===== config.mk =====
export PLATFORM = sky130hd
export DESIGN_NAME = hit_scheduler
export DESIGN_NICKNAME = d
export VERILOG_FILES = /design/src/rtl/hit_scheduler_pkg.sv /design/src/rtl/hit_scheduler_rr_pick.sv /design/src/rtl/hit_scheduler.sv
export SDC_FILE = /design/constraint.sdc
export NUM_CORES = 1
export LEC_CHECK = 0
export CORE_MARGIN = 5
export CORE_UTILIZATION = 52
export CTS_CLUSTER_SIZE = 8
export DETAILED_ROUTE_END_ITERATION = 10
export DONT_BUFFER_PORTS = 1
export GPL_ROUTABILITY_DRIVEN = 0
export PLACE_DENSITY_LB_ADDON = 0.3
export SLEW_MARGIN = 20
export SYNTH_ARGS = -nofsm -noshare
export SYNTH_HDL_FRONTEND = slang
export SYNTH_SLANG_ARGS = --single-unit

===== constraint.sdc =====
create_clock -name pclk -period 3.4 [get_ports pclk]
set_input_delay 0 -clock pclk [delete_from_list [all_inputs] [get_ports pclk]]
set_output_delay 0 -clock pclk [all_outputs]
set_load 0.05 [all_outputs]

===== src/rtl/hit_scheduler_pkg.sv =====
// Shared types and helpers for the player-hit scheduling logic.
// Latency: n/a (declarations only).
// Backpressure: n/a.
package hit_scheduler_pkg;

    // Upper bound on hazard requesters; sets the width of source indices.
    localparam int MAX_REQ = 8;
    localparam int SRC_W   = $clog2(MAX_REQ);

    typedef enum logic [1:0] {
        IDLE     = 2'd0,
        ARMED    = 2'd1,
        HIT      = 2'd2,
        COOLDOWN = 2'd3
    } sched_state_t;

    // Round-robin pointer advance: one past the granted index, wrapping at n.
    function automatic logic [SRC_W-1:0] next_ptr(input logic [SRC_W-1:0] cur,
                                                  input int n);
        if (int'(cur) >= n - 1) begin
            return '0;
        end
        return cur + SRC_W'(1);
    endfunction

endpackage


===== src/rtl/hit_scheduler_rr_pick.sv =====
// Round-robin picker: first set request at or above ptr, wrapping modulo N_REQ.
// Latency: purely combinational.
// Backpressure: none; valid is low when no request is set.
module rr_pick
    import hit_scheduler_pkg::*;
#(
    parameter int N_REQ = 4
) (
    input  logic [N_REQ-1:0] req,
    input  logic [SRC_W-1:0] ptr,
    output logic [SRC_W-1:0] sel,
    output logic             valid
);

    int               base_idx;
    int               idx;
    logic [N_REQ-1:0] shifted;

    // Scan every offset from the pointer and keep the first hit.
    always_comb begin
        sel      = '0;
        valid    = 1'b0;
        idx      = 0;
        shifted  = '0;
        // An out-of-range pointer falls back to index 0.
        base_idx = (int'(ptr) < N_REQ) ? int'(ptr) : 0;
        for (int off = 0; off < N_REQ; off++) begin
            idx = base_idx + off;
            if (idx >= N_REQ) begin
                idx = idx - N_REQ;
            end
            shifted = req >> idx;
            if (!valid && shifted[0]) begin
                valid = 1'b1;
                sel   = SRC_W'(idx);
            end
        end
    end

endmodule


===== src/rtl/hit_scheduler.sv =====
// Grants hazard collision requests round-robin, pulses player_hit, then runs an i-frame window.
// Latency: request to player_hit/hit_ack is 1 cycle; all outputs registered.
// Backpressure: none; requests are levels, those arriving outside ARMED are simply not served.
module hit_scheduler
    import hit_scheduler_pkg::*;
#(
    parameter int N_REQ         = 4,
    parameter int IFRAME_FRAMES = 60,
    parameter int BLINK_BIT     = 3
) (
    input  logic             pclk,
    input  logic             rst,
    input  logic             game_on,
    input  logic             game_over,
    input  logic             vsync_in,
    input  logic [N_REQ-1:0] hit_req,
    output logic [N_REQ-1:0] hit_ack,
    output logic             player_hit,
    output logic             invuln,
    output logic             blink,
    output logic [2:0]       last_src
);

    // Frame count value on which the final cooldown tick lands.
    localparam logic [7:0] LAST_FRAME = 8'((IFRAME_FRAMES == 0) ? 0 : IFRAME_FRAMES - 1);

    sched_state_t     state;
    sched_state_t     state_nx;
    logic [7:0]       frame_cnt;
    logic [7:0]       frame_cnt_nx;
    logic [SRC_W-1:0] rr_ptr;
    logic [SRC_W-1:0] rr_ptr_nx;
    logic             vsync_q;
    logic             frame_tick;
    logic             abort;

    logic [N_REQ-1:0] ack_nx;
    logic             hit_nx;
    logic             invuln_nx;
    logic             blink_nx;
    logic [2:0]       last_src_nx;

    logic [SRC_W-1:0] pick_sel;
    logic             pick_vld;

    assign frame_tick = vsync_in & ~vsync_q;
    assign abort      = ~game_on | game_over;

    rr_pick #(
        .N_REQ (N_REQ)
    ) u_pick (
        .req   (hit_req),
        .ptr   (rr_ptr),
        .sel   (pick_sel),
        .valid (pick_vld)
    );

    // Next-state, counter and registered-output values; abort overrides everything.
    always_comb begin
        state_nx     = state;
        frame_cnt_nx = frame_cnt;
        rr_ptr_nx    = rr_ptr;
        ack_nx       = '0;
        hit_nx       = 1'b0;
        invuln_nx    = invuln;
        last_src_nx  = last_src;

        if (abort) begin
            state_nx     = IDLE;
            frame_cnt_nx = '0;
            invuln_nx    = 1'b0;
            last_src_nx  = '0;
        end else begin
            case (state)
                IDLE: begin
                    state_nx  = ARMED;
                    invuln_nx = 1'b0;
                end
                ARMED: begin
                    invuln_nx = 1'b0;
                    if (pick_vld) begin
                        state_nx    = HIT;
                        hit_nx      = 1'b1;
                        last_src_nx = pick_sel;
                        rr_ptr_nx   = next_ptr(pick_sel, N_REQ);
                        for (int i = 0; i < N_REQ; i++) begin
                            ack_nx[i] = (int'(pick_sel) == i);
                        end
                    end
                end
                HIT: begin
                    frame_cnt_nx = '0;
                    if (IFRAME_FRAMES == 0) begin
                        state_nx  = ARMED;
                        invuln_nx = 1'b0;
                    end else begin
                        state_nx  = COOLDOWN;
                        invuln_nx = 1'b1;
                    end
                end
                COOLDOWN: begin
                    invuln_nx = 1'b1;
                    if (frame_tick) begin
                        frame_cnt_nx = frame_cnt + 8'd1;
                        if (frame_cnt == LAST_FRAME) begin
                            state_nx  = ARMED;
                            invuln_nx = 1'b0;
                        end
                    end
                end
                default: begin
                    state_nx  = IDLE;
                    invuln_nx = 1'b0;
                end
            endcase
        end

        // Blink follows the registered counter so it lines up with invuln.
        blink_nx = invuln_nx & frame_cnt_nx[BLINK_BIT];
    end

    // State, frame counter, arbitration pointer and vsync edge history.
    always_ff @(posedge pclk or posedge rst) begin
        if (rst) begin
            state     <= IDLE;
            frame_cnt <= '0;
            rr_ptr    <= '0;
            vsync_q   <= 1'b0;
        end else begin
            state     <= state_nx;
            frame_cnt <= frame_cnt_nx;
            rr_ptr    <= rr_ptr_nx;
            vsync_q   <= vsync_in;
        end
    end

    // Registered outputs toward the HP controller and sprite renderer.
    always_ff @(posedge pclk or posedge rst) begin
        if (rst) begin
            hit_ack    <= '0;
            player_hit <= 1'b0;
            invuln     <= 1'b0;
            blink      <= 1'b0;
            last_src   <= '0;
        end else begin
            hit_ack    <= ack_nx;
            player_hit <= hit_nx;
            invuln     <= invuln_nx;
            blink      <= blink_nx;
            last_src   <= last_src_nx;
        end
    end

endmodule

Word level (Yosys, flattened, before mapping)
Cells that the tools add are included.
W data, S select, Z words.
{ "totals": {"register_bits": 24, "latchBits": 0, "ramBits": 0, "mem_bits_ro": 0, "inputBits": 9, "out_inout_bits": 10, "elab_cells": 101, "mem_count": 0} }
{ "classes": {"n_addsub": 9, "mul": 0, "n_div": 0, "magnitude_cmp": 6, "n_eq_ne": 10, "shifts": 4, "n_mux": 40, "n_bitwise": 6, "reduce_logical": 16} }
{ "op_table": {"columns": ["op", "count"], "rows": [
  ["$ge A32 B4 Y1 const B", 4],
  ["$mux W32", 4],
  ["$shr A4 B32 Y1", 4],
  ["$sub A32 B4 Y32 const B", 4],
  ["$add A32 B3 Y32 const B", 2],
  ["$add A32 B2 Y32 const B", 1],
  ["$mux W3", 10],
  ["$mux W8", 2],
  ["$pmux W8 S2", 1],
  ["$mux W1", 14],
  ["$mux W4", 3],
  ["$ne A3 B3 Y1 const B", 3],
  ["$add A8 B1 Y8 const B", 1],
  ["$eq A8 B6 Y1 const B", 1],
  ["$mux W2", 4],
  ["$pmux W2 S4", 1],
  ["$eq A3 B3 Y1 const B", 2],
  ["$reduce_and A3 Y1", 2],
  ["$eq A2 B2 Y1 const B", 2],
  ["$reduce_and A2 Y1", 2],
  ["$reduce_bool A2 Y1", 2],
  ["$add A3 B1 Y3 const B", 1],
  ["$eq A3 B2 Y1 const B", 1],
  ["$ge A3 B2 Y1 const B", 1],
  ["other kinds (12)", 19]
]} }

Longest topological paths before layout
Gate-level depths: netlist (run 1).
{ "logic_depth": {"depth_word": 21, "ltp_mapped": 14, "depth_no_buf": 13} }

Cells and area by module
Synthesis (run 1) repeated with hierarchy kept, for this count alone.
{ "unflattened": {"hier_cells": 160, "hier_area_um2": 1508.9} }
{ "by_module_without_submodules": {"columns": ["module", "instances", "cells_per_inst", "area_each_um2", "seq_area_each_um2"], "rows": [
  ["hit_scheduler", 1, 116, 1171.1, 600.6],
  ["rr_pick", 1, 44, 337.8, 0.0]
]} }

Worst setup path before layout (run 1)
OpenSTA, ideal clock, no wires.
{ "synth_timing": {"path_type": "register to register", "start": "register rr_ptr[2]", "end": "register rr_ptr[2]", "setup_ns": 0.110, "t_arrival_ns": 2.978, "t_required_ns": 3.290, "path_slack_ns": 0.311, "stages_incl_launch_ff": 12, "path_buffers": 1, "synth_period_minus_slack_ns": 3.089, "path_cell_list": "dfrtp_1 nand2b_1 buf_6 ha_1 mux2_2 or2_0 a211oi_2 a211oi_1 or2_4 ha_1 ha_1 o41ai_1"} }
{ "synth_via": {"elab_chain_cells": 21, "elab_cells_between_ends": 43, "classes_between": "add/sub (8); order compare (6); shift (4); mux (18); reduce/logical (7)"} }
{ "synth_rtl": {"columns": ["element", "line_no", "source"], "rows": [
  ["start, declared", "hit_scheduler.sv:31", "logic [SRC_W-1:0] rr_ptr;"],
  ["start signal, assigned", "hit_scheduler.sv:132", "rr_ptr <= rr_ptr_nx;"],
  ["$lt A3 B3 Y1", "hit_scheduler_rr_pick.sv:26", "base_idx = (int'(ptr) < N_REQ) ? int'(ptr) : 0;"],
  ["$mux W3 *", "hit_scheduler_rr_pick.sv:26", null],
  ["branches (longest 19 deep; another with $add A32 B2 Y32)", null, null]
]} }
Every way passes the cells marked *. The select of a mux whose other input is x is not followed.
A chain may end at the register's enable or synchronous reset.

Final worst setup path (run 1)
Ends and elaborated chain as after synthesis.

==> results.json, run 1 <==
{
  "fill_cells": 222,
  "synth.distinct_cells": 51,
  "wl_per_cell_um": 15.52,
  "r2r.worst_path.cells": 12,
  "synth.top_cell.area_share_pct": 39.15,
  "routed_via_density": 6.077,
  "crit_path_start_kind": "flip-flop",
  "cp_top_family": "simple AND/OR/NAND/NOR gates",
  "grt-ovfl-total": 0,
  "drv_slew": 0,
  "yosys-top-cells-area": "dfrtp_1 (39%), ha_1 (9.8%), nand2_1 (3.7%)",
  "hp-class": "primary input to flip-flop",
  "crit_path_end_kind": "flip-flop",
  "dr.pass1.iters": 4,
  "syn_area_sq_mm": 0.001534,
  "grt.total_usage_pct": 15.58,
  "tns_ns": 0,
  "clock_latency_ns": 0.33,
  "crit_buf_inv": 2,
  "ys.flop_type": "dfrtp_1",
  "cts_root_buffer": "clkbuf_4",
  "synth_most_common_cell": "dfrtp_1",
  "finalSetupViolations": 0,
  "arrival_ns": 3.41,
  "die_h_um": 64.32,
  "drc": 0,
  "clock_skew_ns": 0.002000,
  "yosys.area.top_type": "dfrtp_1",
  "io_pins": 19,
  "ys_warn_count": 0,
  "fin_crit_sh_pct": 93.37,
  "hold_depth": 3,
  "timing_worst_slew_pin_value_ns": 0.8871,
  "syn-num-nets": 179,
  "core-area_sq_mm": 0.002781,
  "clk_transition_reported_paths_ns": 0.13,
  "die_w_um": 64.32,
  "rsz0062_at_grt": "false",
  "worstSetupPathType": "flip-flop to flip-flop",
  "netlist_instances": 158,
  "ir_drop_mv": 0.5900,
  "dp_hpwl_mm": 2.093,
  "antenna_found_initial": 0,
  "timing.rr.start": "rr_ptr[2]",
  "cp.required_ns": 3.64,
  "p_per_area_mw_per_mm2": 703.5,
  "cts.sinks": 24,
  "relSlewSlack_pct": 40.79,
  "p_seq_share_pct": 30.7,
  "cts_tree": "done",
  "p_sw_uw": 473.0,
  "clock_path_buffers": 2,
  "drv_cap": 0,
  "wl_mm": 3.026,
  "cp_slowest_cell": "dfrtp_2",
  "grt_pass1_vias": 1117,
  "period_minus_slack_ns": 3.175,
  "grt_max_degree": 25,
  "ant_nets": 0,
  "timing.rr.end": "rr_ptr[2]",
  "nets": 186,
  "numPortBuffers": 0,
  "grt_pass1_wl_mm": 5.092,
  "p_int_uw": 727.6,
  "swShare_pct": 39.40,
  "die-area_sq_mm": 0.004136,
  "antenna_cells": 0,
  "synthArstFlopShare_pct": 100.0,
  "p_total_mw": 1.201,
  "crit_top_cell": "a211oi_2",
  "place_ws_ns": 0.07180,
  "htreeDepth": 1,
  "fin_area_sq_mm": 0.001707,
  "ys_seq_area_share_pct": 39.15,
  "synth_commonest_cells": "dfrtp_1 (24), nand2_1 (15), ha_1 (12)",
  "power_leakage_nw": 0.7902,
  "path_cells": "nor2b_4 > inv_2 > ha_4 > mux2_2 > or2_0 > a211oi_2 > buf_4 > a211oi_2 > or2_4 > ha_1 > ha_2 > o41ai_2",
  "syn_to_final_growth_pct": 11.26,
  "cts_inserted_buffers": 3,
  "slowest_delay_ns": 0.48,
  "status": "finished clean",
  "synth_edf_count": 0,
  "path_max_fanout": 6,
  "p_comb_share_pct": 51.8,
  "final.setup.worst_slack_ns": 0.2254,
  "first_iter_violations": 85,
  "placed_area_sq_mm": 0.001543,
  "clkPwrFrac_pct": 17.5,
  "fmax_mhz": 315.0,
  "r2r_setup_slack_ns": 0.23,
  "dr_total_vias": 1185,
  "drive_gt1_share_pct": 17.68,
  "min_to": "state[0]",
  "synth-seq-cells": 24,
  "hold_viol": 0,
  "initial_core_util_pct": 55.15,
  "avgSynthCellArea_sq_um": 9.709,
  "placement_rows": 19,
  "hp-start": "game_over"
}
[sequential cells by signal (all words and copies together) (netlist names)]
name	cells
state	2
frame_cnt	8
last_src	3
blink	1
hit_ack	4
vsync_q	1
invuln	1
player_hit	1
rr_ptr	3
[per-layer routing]
metal | wire [um] | track usage [%] | share of wire [%] | up-vias
met3 | 175 | 3.152 | 5.8 | 7
li1 | - | - | - | 571
met5 | 0 | 0 | 0 | -
met4 | 88 | 8.397 | 2.9 | 0
met2 | 1419 | 23.88 | 47 | 39
met1 | 1342 | 20.50 | 44 | 568
[how the worst max path moves through the flow]
stage,start,end,cells past startpoint
after floorplan,rr_ptr[2],rr_ptr[2],11
after global placement,rr_ptr[2],rr_ptr[2],11
after detailed placement,rr_ptr[1],rr_ptr[2],11
after CTS,rr_ptr[2],rr_ptr[2],10
after global routing,rr_ptr[2],rr_ptr[2],12
final,rr_ptr[2],rr_ptr[2],12
[cell families (layout without fill, tap and decap cells)]
kind of cell | Yosys count | in the layout | synth area share (%)
buffers and inverters | 16 | 22 | 4.894
AOI/OAI and AO/OA | 38 | 38 | 17.38
adders and majority gates | 12 | 12 | 9.788
other | 1 | 1 | 0.2445
and+or+nand+nor | 58 | 58 | 21.13
muxes | 6 | 6 | 5.709
xor gates and xnor gates | 3 | 3 | 1.713
DFF | 24 | 24 | 39.15
[cell usage in the layout (no fill, tap or decap), types with 3 or more instances in the layout]
| master | instances |
|---|---|
| dfrtp_1 | 22 |
| nand2_1 | 15 |
| o21ai_0 | 11 |
| ha_1 | 10 |
| inv_1 | 8 |
| a21oi_1 | 6 |
| nand3_1 | 6 |
| and2_1 | 6 |
| nand2b_1 | 5 |
| nor2_1 | 5 |
| dlygate4sd3_1 | 5 |
| and3_1 | 4 |
| nand3b_1 | 3 |
| xor2_1 | 3 |
| clkbuf_4 | 3 |
| buf_4 | 3 |
[layout make-up]
class / instances / area, sq um / area share, %
clock buffer: 3 / 22.52 / 1.320
clock inverter: 1 / 30.03 / 1.760
inverter: 10 / 37.54 / 2.199
multi-input combinational: 118 / 902.1 / 52.86
sequential: 24 / 603.1 / 35.34
tap: 31 / 38.79 / 2.273
timing repair buffer: 8 / 72.57 / 4.252
[worst register-to-register path, stage by stage, from the launching register on]
cell and delay, ns:
dfrtp_2 0.48, nor2b_4 0.18, inv_2 0.08, ha_4 0.29, mux2_2 0.34, or2_0 0.22, a211oi_2 0.27, buf_4 0.17
a211oi_2 0.07, or2_4 0.29, ha_1 0.19, ha_2 0.20, o41ai_2 0.30
[what timing repair did]
action	CTS	global route
setup endpoints to repair	1	3
gates resized for setup	1	9
pin swaps	0	3
hold endpoints to repair	30	0
setup buffers	0	2
hold buffers	5	0
[power groups by stage]
stage	logic (mW)	clock network [mW]	registers (mW)
3_5_place_dp	0.527	0	0.365
5_1_grt	0.696	0.228	0.373
3_3_place_gp	0.512	0	0.360
2_1_floorplan	0.454	0	0.354
4_1_cts	0.541	0.213	0.362
6_report	0.622	0.210	0.369
[per-stage QoR]
stage,util (%),std cells,hold slack (ns)
after floorplan,-,158,0.01462
after CTS,59.33,193,0.05548
after global placement,55.47,184,0.03156
final,61.36,195,0.06219
after detailed placement,55.47,184,0.03155
after global routing,61.36,195,0.05959
(Power assumes the default switching activity.)
==> inputs of run 2 (changes only) <==
--- a/config.mk
+++ b/config.mk
@@ -5,6 +5,7 @@
 export SDC_FILE = /design/constraint.sdc
 export NUM_CORES = 1
 export LEC_CHECK = 0
+export ABC_CLOCK_PERIOD_IN_PS = 3400
 export CORE_MARGIN = 5
 export CORE_UTILIZATION = 52
 export CTS_CLUSTER_SIZE = 8
@@ -15,4 +16,5 @@
 export SLEW_MARGIN = 20
 export SYNTH_ARGS = -nofsm -noshare
 export SYNTH_HDL_FRONTEND = slang
+export SYNTH_HIERARCHICAL = 1
 export SYNTH_SLANG_ARGS = --single-unit
==> run 2 against run 1 <==
Sequential power decreased by 7.6%. Maximum frequency increased by 3.9%. Non-clock buffer count decreased by 4. Final cell count unchanged. Total power decreased by 26%. Final area decreased by 6.4%. Clock skew increased by 0.0095 ns. Routed wire length decreased by 2.9%. Register-to-register slack improved by 0.12 ns. Critical endpoint is now rr_ptr[0]. Synthesized area decreased by 1.6%. Sequential cell count unchanged. Clock power decreased by 29%.
==> results.json, run 2 <==
{
  "drv_cap": 0,
  "ys_seq_area_share_pct": 39.80,
  "relSlewSlack_pct": 38.74,
  "yosys.area.top_type": "dfrtp_1",
  "cts_tree": "done",
  "top_layer": "met4",
  "core-area_sq_mm": 0.002758,
  "cts_inserted_buffers": 3,
  "synth-seq-cells": 24,
  "netlist_instances": 160,
  "dr.pass1.iters": 4,
  "drv_slew": 0,
  "clock_path_buffers": 2,
  "finalSetupViolations": 0,
  "postCtsHoldBufs": 4,
  "rsz0062_at_grt": "false",
  "die-area_sq_mm": 0.004079,
  "route.met3.wl_um": 160,
  "r2r_setup_slack_ns": 0.35,
  "multi_input_area_sq_um": 830.8,
  "path_max_fanout": 9,
  "power_leakage_nw": 0.7341,
  "initial_core_util_pct": 54.72,
  "synth.distinct_cells": 46,
  "grt_pass1_vias": 1147,
  "io_pins": 19,
  "timing_worst_slew_pin_value_ns": 0.9179,
  "hold_viol": 0,
  "grt_pass1_wl_mm": 5.285,
  "drc": 0,
  "crit_top_cell": "ha_1",
  "fmax_mhz": 327.4,
  "synthArstFlopShare_pct": 100.0,
  "post_cts_buffers": 0,
  "placement_rows": 19,
  "die_h_um": 63.87,
  "syn_to_final_growth_pct": 5.887,
  "clock_latency_ns": 0.32,
  "reg_top3": "frame_cnt (8), hit_ack (4)",
  "htreeDepth": 1,
  "ir_drop_mv": 0.3866,
  "hp-class": "primary input to flip-flop",
  "placed_area_sq_mm": 0.001521,
  "fin_area_sq_mm": 0.001598,
  "cts.sinks": 24,
  "crit_buf_inv": 1,
  "worstSetupPathType": "flip-flop to flip-flop",
  "dr_total_vias": 1121,
  "avgSynthCellArea_sq_um": 9.431,
  "wl_met2_mm": 1.350,
  "p_per_area_mw_per_mm2": 558.1,
  "cp_top_family": "compound AO/OA/AOI/OAI gates",
  "fill_cells": 233,
  "synth.top_cell.area_share_pct": 39.80,
  "nets": 187,
  "arrival_ns": 3.24,
  "synth_most_common_cell": "dfrtp_1",
  "period_minus_slack_ns": 3.054,
  "dp_hpwl_mm": 2.222,
  "fin_cells": 195,
  "routedLengthMet1_mm": 1.378,
  "grt_max_degree": 25,
  "numPortBuffers": 0,
  "layout_common_cells": "dfrtp_1 (24), nand2_1 (16), ha_1 (13)",
  "synth_commonest_cells": "dfrtp_1 (24), nand2_1 (16), ha_1 (13)",
  "die_w_um": 63.87,
  "fin_crit_sh_pct": 89.82,
  "cp.required_ns": 3.58,
  "path_cells": "nand2b_1 > inv_1 > ha_1 > mux2_2 > a31o_1 > nand3_1 > o21ai_1 > ha_1 > ha_1 > o41ai_1",
  "final_common_cell": "dfrtp_1",
  "routed_via_density": 5.749,
  "grt-ovfl-total": 0,
  "ys.flop_type": "dfrtp_1",
  "post-place-cells": 187,
  "crit_path_end_kind": "flip-flop",
  "wl_mm": 2.937,
  "wl_per_cell_um": 15.06,
  "clock_skew_ns": 0.01148,
  "synth_edf_count": 0,
  "cp_slowest_cell": "dfrtp_1",
  "antenna_found_initial": 0,
  "regMostFlops": "frame_cnt",
  "ys_warn_count": 6,
  "cts_root_buffer": "clkbuf_4",
  "largest_reg_flops": 8,
  "syn_area_sq_mm": 0.001509,
  "syn-num-nets": 182,
  "slowest_delay_ns": 0.46,
  "register_area_sq_um": 600.6,
  "tns_ns": 0,
  "ant_nets": 0,
  "grt.total_usage_pct": 16.07,
  "clk_transition_reported_paths_ns": 0.12,
  "drive_gt1_share_pct": 6.098,
  "crit_path_start_kind": "flip-flop",
  "ctsResizeCount": 0,
  "first_iter_violations": 64,
  "antenna_cells": 0,
  "status": "finished clean",
  "yosys-top-cells-area": "dfrtp_1 (40%), ha_1 (11%), nand2_1 (4.0%)"
}
## run 2: per-layer routing
metal | vias up | track usage, %
li1 | 570 | -
met1 | 519 | 21.58
met2 | 28 | 25.25
met3 | 4 | 2.802
met4 | 0 | 7.013
met5 | - | 0
## run 2: metrics by stage
stage	hold WS (ns)	setup WS, ns	total power, mW	util, %
after floorplan	0.01462	0.8303	0.6791	-
after global placement	0.03159	0.5055	0.7291	55.17
after detailed placement	0.03156	0.4214	0.7419	55.17
after CTS	0.001203	0.3556	0.8943	57.94
after global routing	0.03611	0.08561	0.9708	57.94
final	0.01635	0.3460	0.8918	57.94
## run 2: report_power, final
group	internal [mW]	switching (mW)
Combinational	0.169	0.233
Clock	0.0655	0.0834
Sequential	0.304	0.0362
Total	0.539	0.353
## run 2: worst paths after layout
| path | startpoint | end | cells past startpoint |
|---|---|---|---|
| worst max register to register | rr_ptr[0] | rr_ptr[0] | 10 |
| worst min-delay path | game_on | player_hit | 2 |
| min in group asynchronous | rst | invuln | 2 |
| max in group asynchronous | rst | rr_ptr[1] | 2 |
| worst min register to register | frame_cnt[0] | frame_cnt[0] | 1 |
| worst max-delay path | rr_ptr[0] | rr_ptr[0] | 10 |
## run 2: layout make-up
type / instances / share of cell area [%]
Clock buffer: 4 / 2.271
Tap cell: 31 / 2.428
Timing Repair Buffer: 4 / 2.506
Sequential cell: 24 / 37.59
Inverter: 13 / 3.211
Multi-Input combinational cell: 119 / 52.00
## run 2: cells by family (layout without fill, tap and decap cells)
kind of cell | after synthesis | count (layout) | share of synthesized area (%)
compound gates | 34 | 34 | 15.09
xor+xnor | 3 | 3 | 1.742
fa+ha+maj | 13 | 13 | 10.78
buf+inv | 17 | 21 | 5.141
flops | 24 | 24 | 39.80
mux | 7 | 7 | 5.721
other cells | 1 | 1 | 0.2485
simple gates | 61 | 61 | 21.48
